`src/rtl/karatsuba_operand_feeder.sv`:
```
// Operand front end for the folded Karatsuba multiplier: buffers X/Y pairs, issues limb pre-sums.
// Accept-to-issue latency 2 cycles; s_ready drops when the FIFO is full; issue stalls at MAX_OUTSTANDING.

module karatsuba_fifo #(
   parameter int WIDTH = 8,
   parameter int DEPTH = 2
) (
   input  logic             clock,
   input  logic             reset,
   input  logic             push,
   input  logic [WIDTH-1:0] wr_dat,
   input  logic             pop,
   output logic [WIDTH-1:0] rd_dat,
   output logic             full,
   output logic             empty
);
   localparam int AW = $clog2(DEPTH);
   localparam int CW = AW + 1;

   logic [WIDTH-1:0] mem [DEPTH];
   logic [AW-1:0]    wr_ptr;
   logic [AW-1:0]    rd_ptr;
   logic [CW-1:0]    count;

   // storage carries no reset; only the pointers and count define contents
   always_ff @(posedge clock) begin
      if (push) mem[wr_ptr] <= wr_dat;
   end

   always_ff @(posedge clock or negedge reset) begin
      if (!reset) begin
         wr_ptr <= '0;
         rd_ptr <= '0;
         count  <= '0;
      end else begin
         if (push) wr_ptr <= wr_ptr + AW'(1);
         if (pop)  rd_ptr <= rd_ptr + AW'(1);
         case ({push, pop})
            2'b10:   count <= count + CW'(1);
            2'b01:   count <= count - CW'(1);
            default: count <= count;
         endcase
      end
   end

   assign rd_dat = mem[rd_ptr];
   assign full   = (count == CW'(DEPTH));
   assign empty  = (count == '0);
endmodule

module karatsuba_operand_feeder #(
   parameter int FIFO_DEPTH      = 2,
   parameter int MAX_OUTSTANDING = 8
) (
   input  logic         clock,
   input  logic         reset,
   input  logic         s_valid,
   output logic         s_ready,
   input  logic [127:0] s_x,
   input  logic [255:0] s_y,
   output logic         mul_in_valid,
   output logic [127:0] mul_x,
   output logic [127:0] mul_y,
   output logic [64:0]  mul_x1x0,
   output logic [64:0]  mul_y1y0,
   output logic [64:0]  mul_y2y0,
   output logic [64:0]  mul_y2y1,
   output logic [64:0]  mul_y3y0,
   output logic [64:0]  mul_y3y1,
   input  logic         credit_return,
   output logic [7:0]   outstanding,
   output logic         idle,
   output logic         credit_err
);
   localparam logic [7:0] MAX_OUT = 8'(MAX_OUTSTANDING);

   logic         fifo_full;
   logic         fifo_empty;
   logic [383:0] head;
   logic [127:0] head_x;
   logic [255:0] head_y;
   logic         push;
   logic         issue;

   function automatic logic [64:0] presum(input logic [63:0] a, input logic [63:0] b);
      return {1'b0, a} + {1'b0, b};
   endfunction

   karatsuba_fifo #(
      .WIDTH(384),
      .DEPTH(FIFO_DEPTH)
   ) u_fifo (
      .clock  (clock),
      .reset  (reset),
      .push   (push),
      .wr_dat ({s_y, s_x}),
      .pop    (issue),
      .rd_dat (head),
      .full   (fifo_full),
      .empty  (fifo_empty)
   );

   assign head_x  = head[127:0];
   assign head_y  = head[383:128];
   assign s_ready = !fifo_full;
   assign push    = s_valid && s_ready;
   assign issue   = !fifo_empty && (outstanding < MAX_OUT);
   assign idle    = fifo_empty && (outstanding == 8'd0);

   always_ff @(posedge clock or negedge reset) begin
      if (!reset) begin
         mul_in_valid <= 1'b0;
         mul_x        <= '0;
         mul_y        <= '0;
         mul_x1x0     <= '0;
         mul_y1y0     <= '0;
         mul_y2y0     <= '0;
         mul_y2y1     <= '0;
         mul_y3y0     <= '0;
         mul_y3y1     <= '0;
      end else begin
         mul_in_valid <= issue;
         if (issue) begin
            mul_x    <= head_x;
            mul_y    <= head_y[127:0];
            mul_x1x0 <= presum(head_x[127:64], head_x[63:0]);
            mul_y1y0 <= presum(head_y[127:64], head_y[63:0]);
            mul_y2y0 <= presum(head_y[191:128], head_y[63:0]);
            mul_y2y1 <= presum(head_y[191:128], head_y[127:64]);
            mul_y3y0 <= presum(head_y[255:192], head_y[63:0]);
            mul_y3y1 <= presum(head_y[255:192], head_y[127:64]);
         end
      end
   end

   // a credit landing on the same edge as an issue cancels it, even at zero
   always_ff @(posedge clock or negedge reset) begin
      if (!reset) begin
         outstanding <= 8'd0;
         credit_err  <= 1'b0;
      end else if (issue && !credit_return) begin
         outstanding <= outstanding + 8'd1;
      end else if (!issue && credit_return) begin
         if (outstanding != 8'd0) outstanding <= outstanding - 8'd1;
         else                     credit_err  <= 1'b1;
      end
   end
endmodule

```
`config.mk`:
```
export PLATFORM = sky130hd
export DESIGN_NAME = karatsuba_operand_feeder
export DESIGN_NICKNAME = d
export VERILOG_FILES = /design/src/rtl/karatsuba_operand_feeder.sv
export SDC_FILE = /design/constraint.sdc
export NUM_CORES = 2
export LEC_CHECK = 0
export CAP_MARGIN = 20
export CORE_MARGIN = 3
export CORE_UTILIZATION = 34
export DETAILED_ROUTE_END_ITERATION = 12
export SETUP_SLACK_MARGIN = 0.5
export SYNTH_ARGS = -nofsm -noshare
export SYNTH_HDL_FRONTEND = slang
export SYNTH_HIERARCHICAL = 1
export SYNTH_SLANG_ARGS = --single-unit
```
`constraint.sdc`:
```
create_clock -name clock -period 19.1 [get_ports clock]
set_input_delay 1.91 -clock clock [delete_from_list [all_inputs] [get_ports clock]]
set_output_delay 1.91 -clock clock [all_outputs]
set_load 0.005 [all_outputs]
```
==> impl_metrics.json <==
{
  "grt_pass1_vias": 57620,
  "overflow": 0,
  "r2r-end": "mul_y2y0[62]",
  "core_area_sq_um": 215300,
  "drtIter0Drc": 4514,
  "reg2reg_slack_ns": 11.86,
  "worst_setup_path_end_kind": "flip-flop",
  "yosysSeqAreaShare_pct": 53.65,
  "whs_endpoint": "mul_y1y0[24]",
  "cp-start-kind": "flip-flop",
  "cts_hold_buf": 0,
  "ios": 1046,
  "layout_setup_ws_ns": 11.86,
  "crit_fanout": 101,
  "worst_ep_arrival_time_ns": 7.98,
  "finalCritPeriodShare_pct": 37.93,
  "fin_worst_skew_ns": 0.04450,
  "cts_tree": "yes",
  "rsz0062_at_grt": "no",
  "synthCells": 6839,
  "vias_per_cell": 5.406,
  "cts_resized": 0,
  "ff2ff_path_depth": 17,
  "yosysWarnings": 6,
  "worst_slew_pin_slew_ns": 1.197,
  "synth_top_flop_cell": "edfxtp_1",
  "setup_violations": 0,
  "cp.required_ns": 19.83,
  "cts-root-buf": "clkbuf_16",
  "die_h_um": 471.8,
  "hpwlAfterDp_um": 234300,
  "wl_um": 298300,
  "power.total_w": 0.02003,
  "nets": 8565,
  "cts_setup_buffers": 0,
  "clockBufferDepth": 3,
  "clock-sinks": 1428,
  "cap_violations": 0,
  "hp-class": "flip-flop to flip-flop",
  "crit_type": "flip-flop to flip-flop",
  "syn_nets": 7627,
  "synth_top_cells_by_count": "nand2_1, edfxtp_1, dfrtp_1",
  "die-area_sq_um": 222600,
  "ys_ff_latch": 1428,
  "drtPass1Iterations": 6,
  "cts_made_buffers": 165,
  "p_leak_nw": 38.39,
  "ys_types": 91,
  "grt_pass1_wl_um": 420800,
  "fin_tns_setup_ns": 0,
  "port_buffers": 1045,
  "rows": 170,
  "clkTransAtPathRegs_ns": 0.06,
  "timing.fmax_ghz": 0.1380,
  "period_needed_ns": 7.244,
  "synthTopCellsByArea": "edfxtp_1, dfrtp_1, nand2_1, ha_1, mux2_2",
  "synth_top_cell_by_area": "edfxtp_1",
  "place_ws_ns": 12.05,
  "final-max-slew-violation-count": 0,
  "post-synth-top-count-cell": "nand2_1",
  "htree_levels": 4,
  "worstSkewPairLatency_ns": 0.81,
  "initial_core_util_pct": 34.27,
  "powerDensity_nw_per_um2": 216.2,
  "drcViolationCount": 0,
  "antenna_found_initial": 62,
  "synth_area_sq_um": 73770,
  "outcome": "finished clean",
  "syn_to_final_growth_pct": 25.56,
  "synth-edff-count": 768,
  "vias": 58300,
  "final-hold-violation-count": 0,
  "holdPathStages": 2,
  "wl_per_cell_um": 27.66,
  "hp-start": "mul_y1y0[24]",
  "die_x_um": 471.8,
  "grt_usage_pct": 25.95,
  "vdd_ir_drop_max_mv": 0.1166,
  "synth_area_per_cell_sq_um": 10.79,
  "drive_above_1_share_pct": 9.455,
  "place.gp.congestion": 0.9849,
  "grt_max_degree": 200,
  "ant_nets": 0,
  "whs_ns": 0.4697,
  "relSlewSlack_pct": 19.72,
  "r2r_start": "u_fifo/rd_ptr",
  "synth-async-reset-ratio_pct": 46.22,
  "synth_top_area_share_pct": 31.26
}
## worst max-delay path, stage by stage (launching register included)
cell and delay (ns):
dfrtp_4 0.87, buf_12 0.43, buf_4 0.74, mux2_2 0.46
ha_1 0.26, fa_1 0.44, a211oi_1 0.29, nor2_1 0.17
o31ai_1 0.37, o211ai_1 0.45, a41oi_1 0.39, buf_4 0.22
o32ai_2 0.18, a211o_1 0.38, or3b_1 0.37, a2111oi_0 0.21
or3_1 0.39, nand3_1 0.09
## flip-flops by register name, indices dropped and copies added, names as in the netlist
register and flops:
u_fifo/mem 768, mul_x 128, mul_y 128, mul_x1x0 65
mul_y1y0 65, mul_y2y0 65, mul_y2y1 65, mul_y3y0 65
mul_y3y1 65, outstanding 8, u_fifo/count 2, credit_err 1
mul_in_valid 1, u_fifo/rd_ptr 1, u_fifo/wr_ptr 1
## area by class of cell
type	count	area, sq um
fill	20470	122600
sequential	1428	39580
multi-input combinational	4982	32300
timing repair buffer	1096	10920
clock buffer	218	4658
tap	2838	3551
clock inverter	94	1162
inverter	104	397.9
antenna	25	62.56
## report_power, final
group	internal, W	switching [W]	total, W
Combinational	0.00454	0.00720	0.0117
Clock	0.00199	0.00137	0.00337
Sequential	0.00433	0.000585	0.00491
Total	0.0109	0.00916	0.0200
## per-stage QoR
step	util, %	cells	cell area [sq um]
global route	43.01	10770	92580
detailed placement	40.30	10450	86750
floorplan	-	6839	73770
CTS	43.00	10760	92570
global placement	40.30	10450	86740
finish	43.03	10790	92630
## worst max-delay path by stage
stage,start,endpoint
after global placement,u_fifo/rd_ptr,mul_y3y1[60]
after global routing,u_fifo/rd_ptr,mul_y3y1[60]
after CTS,u_fifo/rd_ptr,mul_y3y1[60]
after detailed placement,u_fifo/rd_ptr,mul_y3y1[60]
after floorplan,s_valid,u_fifo/mem[0][0]
final,u_fifo/rd_ptr,mul_y2y0[62]
## cells by family after synthesis
| logic type | Yosys count | synth area share [%] |
|---|---|---|
| AOI/OAI and AO/OA | 1706 | 14.28 |
| xor gates and xnor gates | 367 | 4.357 |
| adders and majority gates | 400 | 6.855 |
| buffers and inverters | 429 | 2.603 |
| DFF | 1428 | 53.65 |
| muxes | 389 | 6.091 |
| and+or+nand+nor | 2120 | 12.16 |
## per-layer routing
layer  global-route usage (%)  vias up  part of all wire (%)
met4                    10.71       52                   4.7
met5                        0        -                  0.12
li1                         -    26600                     -
met3                    7.465      472                   8.6
met1                    32.08    28830                    40
met2                    42.47     2343                    46
## placed cells by master, fill, tap and decap left out, drive strengths merged, types with 21 or more instances in the layout
cell type,n
nand2,1482
clkdlybuf4s50,1044
edfxtp,768
dfrtp,660
o21ai,575
a21oi,425
ha,393
mux2,389
a21o,293
clkbuf,218
xnor2,210
nor2,208
xor2,157
inv,115
nand4,111
o21bai,73
nand3,63
clkinv,55
a31oi,52
buf,52
nor3,49
o21a,44
o31ai,40
nor2b,39
a211oi,38
nand2b,37
and3,28
diode,25
and2,22
o211ai,21
No activity file was read; power rests on OpenSTA's default activity.
==> RTL change, RTL diff (config.mk and constraints unchanged) <==
Make the reset (`reset`) synchronous in 3 clocked blocks.
--- a/src/rtl/karatsuba_operand_feeder.sv
+++ b/src/rtl/karatsuba_operand_feeder.sv
@@ -29,3 +29,3 @@
 
-   always_ff @(posedge clock or negedge reset) begin
+   always_ff @(posedge clock) begin
       if (!reset) begin
@@ -109,3 +109,3 @@
 
-   always_ff @(posedge clock or negedge reset) begin
+   always_ff @(posedge clock) begin
       if (!reset) begin
@@ -136,3 +136,3 @@
    // a credit landing on the same edge as an issue cancels it, even at zero
-   always_ff @(posedge clock or negedge reset) begin
+   always_ff @(posedge clock) begin
       if (!reset) begin
Function: changed (Yosys sat finds a counterexample within 4 cycles, from zero or initial values and one cycle with reset low; the reset may be asserted at any time).
==> RTL change against the original RTL <==
  * Sequential cell count increased by 1
  * Area after synthesis decreased by 0.90%
  * Via count increased by 5.0%
  * Wire length increased by 6.4%
  * Clock power decreased by 3%
  * Final area decreased by 1.2%
  * Maximum frequency increased by 0.17%
  * Die area decreased by 0.88%
  * Largest cell class unchanged
  * Critical path type unchanged
  * Total power decreased by 11%
  * Non-clock buffer count increased by 6
  * Sequential power decreased by 7.9%
  * Setup slack improved by 12 ps
==> RTL change: results (changes against the original RTL) <==
Crit path max-delay family - buffers and inverters
Iteration-0 DRC Markers - 6,322 (+40%)
outcome - finished, final reports clean
Internal Power - 9.72 mW (-10%)
met2 wire length - 141,000 um (+2.1%)
worst-path fanout max - 82 (-19%)
largest net degree at the start of global routing - 176 (-12%)
final non-filler cell area - 91,500 um2 (-1.2%)
Total Routing Usage GR - 27.6% (+1.6 points)
mux share of post-synthesis cell area - 7.83% (+1.7 points)
vias in the first global route - 59,200 (+2.8%)
met3 wire len - 28,000 um (+8.7%)
fillers - 20,300 (-0.99%)
top post-synthesis cells by count - nand2_1, a21oi_1, edfxtp_1
initial antenna violation count - 44 (-29%)
Arrival @ worst endpoint - 7970 ps (about the same)
full die area - 221,000 um2 (-0.88%)
Compound-Gate Fraction of Synth Area - 16.2% (+1.9 points)
1st-pass router iterations - 8 (+2)
number of distinct library cells after synthesis - 90 (-1.1%)
RD Place Congestion - 0.992 (+0.76%)
grt met2 use - 43.4% (+0.92 points)
M1 WL - 131,000 um (+9.3%)
met3 Use GR - 7.15% (-0.31 points)
HPWL after DPL - 243,000 um (+3.5%)
CP max-delay cell - dfxtp_4
Worst VDD drop - 0.0991 mV (-15%)
Final Skew - 39.7 ps (-4.76 ps)
first-pass GRT wire length - 441,000 um (+4.9%)
xor and xnor area share after synthesis - 4.09% (-0.27 points)
fin nets - 8,807 (+2.8%)
R2R depth - 18 (+1)
Post-Route WL - 317,000 um (+6.4%)
LEAKAGE - 33.8 nW (-12%)
DP Area - 85,900 um2 (-1.0%)
-- RTL change: cell count changes after synthesis, sizes merged, moves of 15 or more --
| cell | change |
|---|---|
| o21bai | +30 |
| nand3 | +33 |
| a211oi | +15 |
| nor2 | +46 |
| a21oi | +534 |
| xor2 | -30 |
| a21o | -76 |
| dfrtp | -660 |
| nand2b | -16 |
| o21ai | -216 |
| nand2 | -121 |
| dfxtp | +661 |
| clkbuf | +46 |
-- RTL change: worst min-delay path by stage --
stage | from | endpoint | slack, ps | depth (start not counted)
final | mul_y1y0[19] | mul_y1y0[19] | 450 | 2
after global routing | mul_y1y0[19] | mul_y1y0[19] | 460 | 2
after CTS | mul_y3y0[30] | mul_y3y0[30] | 450 | 2
after detailed placement | mul_y3y1[33] | mul_y3y1[33] | 440 | 2
after global placement | mul_x1x0[25] | mul_x1x0[25] | 440 | 2
after floorplan | mul_y2y1[60] | mul_y2y1[60] | 440 | 2
-- RTL change: area by class of cell --
type / instances / share of cell area (%)
sequential: 1429 / 39.7
multi-input combinational: 5218 / 37.9
timing repair buffer: 1102 / 12.0
tap: 2821 / 3.86
inverter: 106 / 0.451
clock inverter: 76 / 1.01
antenna: 20 / 0.0547
clock buffer: 228 / 5.07
-- RTL change: cell families after synthesis --
logic type	Yosys count
buffers and inverters	474
muxes	389
xor gates and xnor gates	341
DFF	1429
AOI/OAI and AO/OA	1985
adders and majority gates	400
and+or+nand+nor	2103
-- RTL change: power groups by stage --
stage | Clock, mW | Combinational (mW) | Sequential, mW
finish | 3.27 | 10.0 | 4.52
detailed placement | 0 | 9.88 | 4.57
CTS | 3.32 | 9.93 | 4.51
global placement | 0 | 9.91 | 4.56
floorplan | 0 | 5.79 | 4.50
global route | 3.44 | 10.7 | 4.58
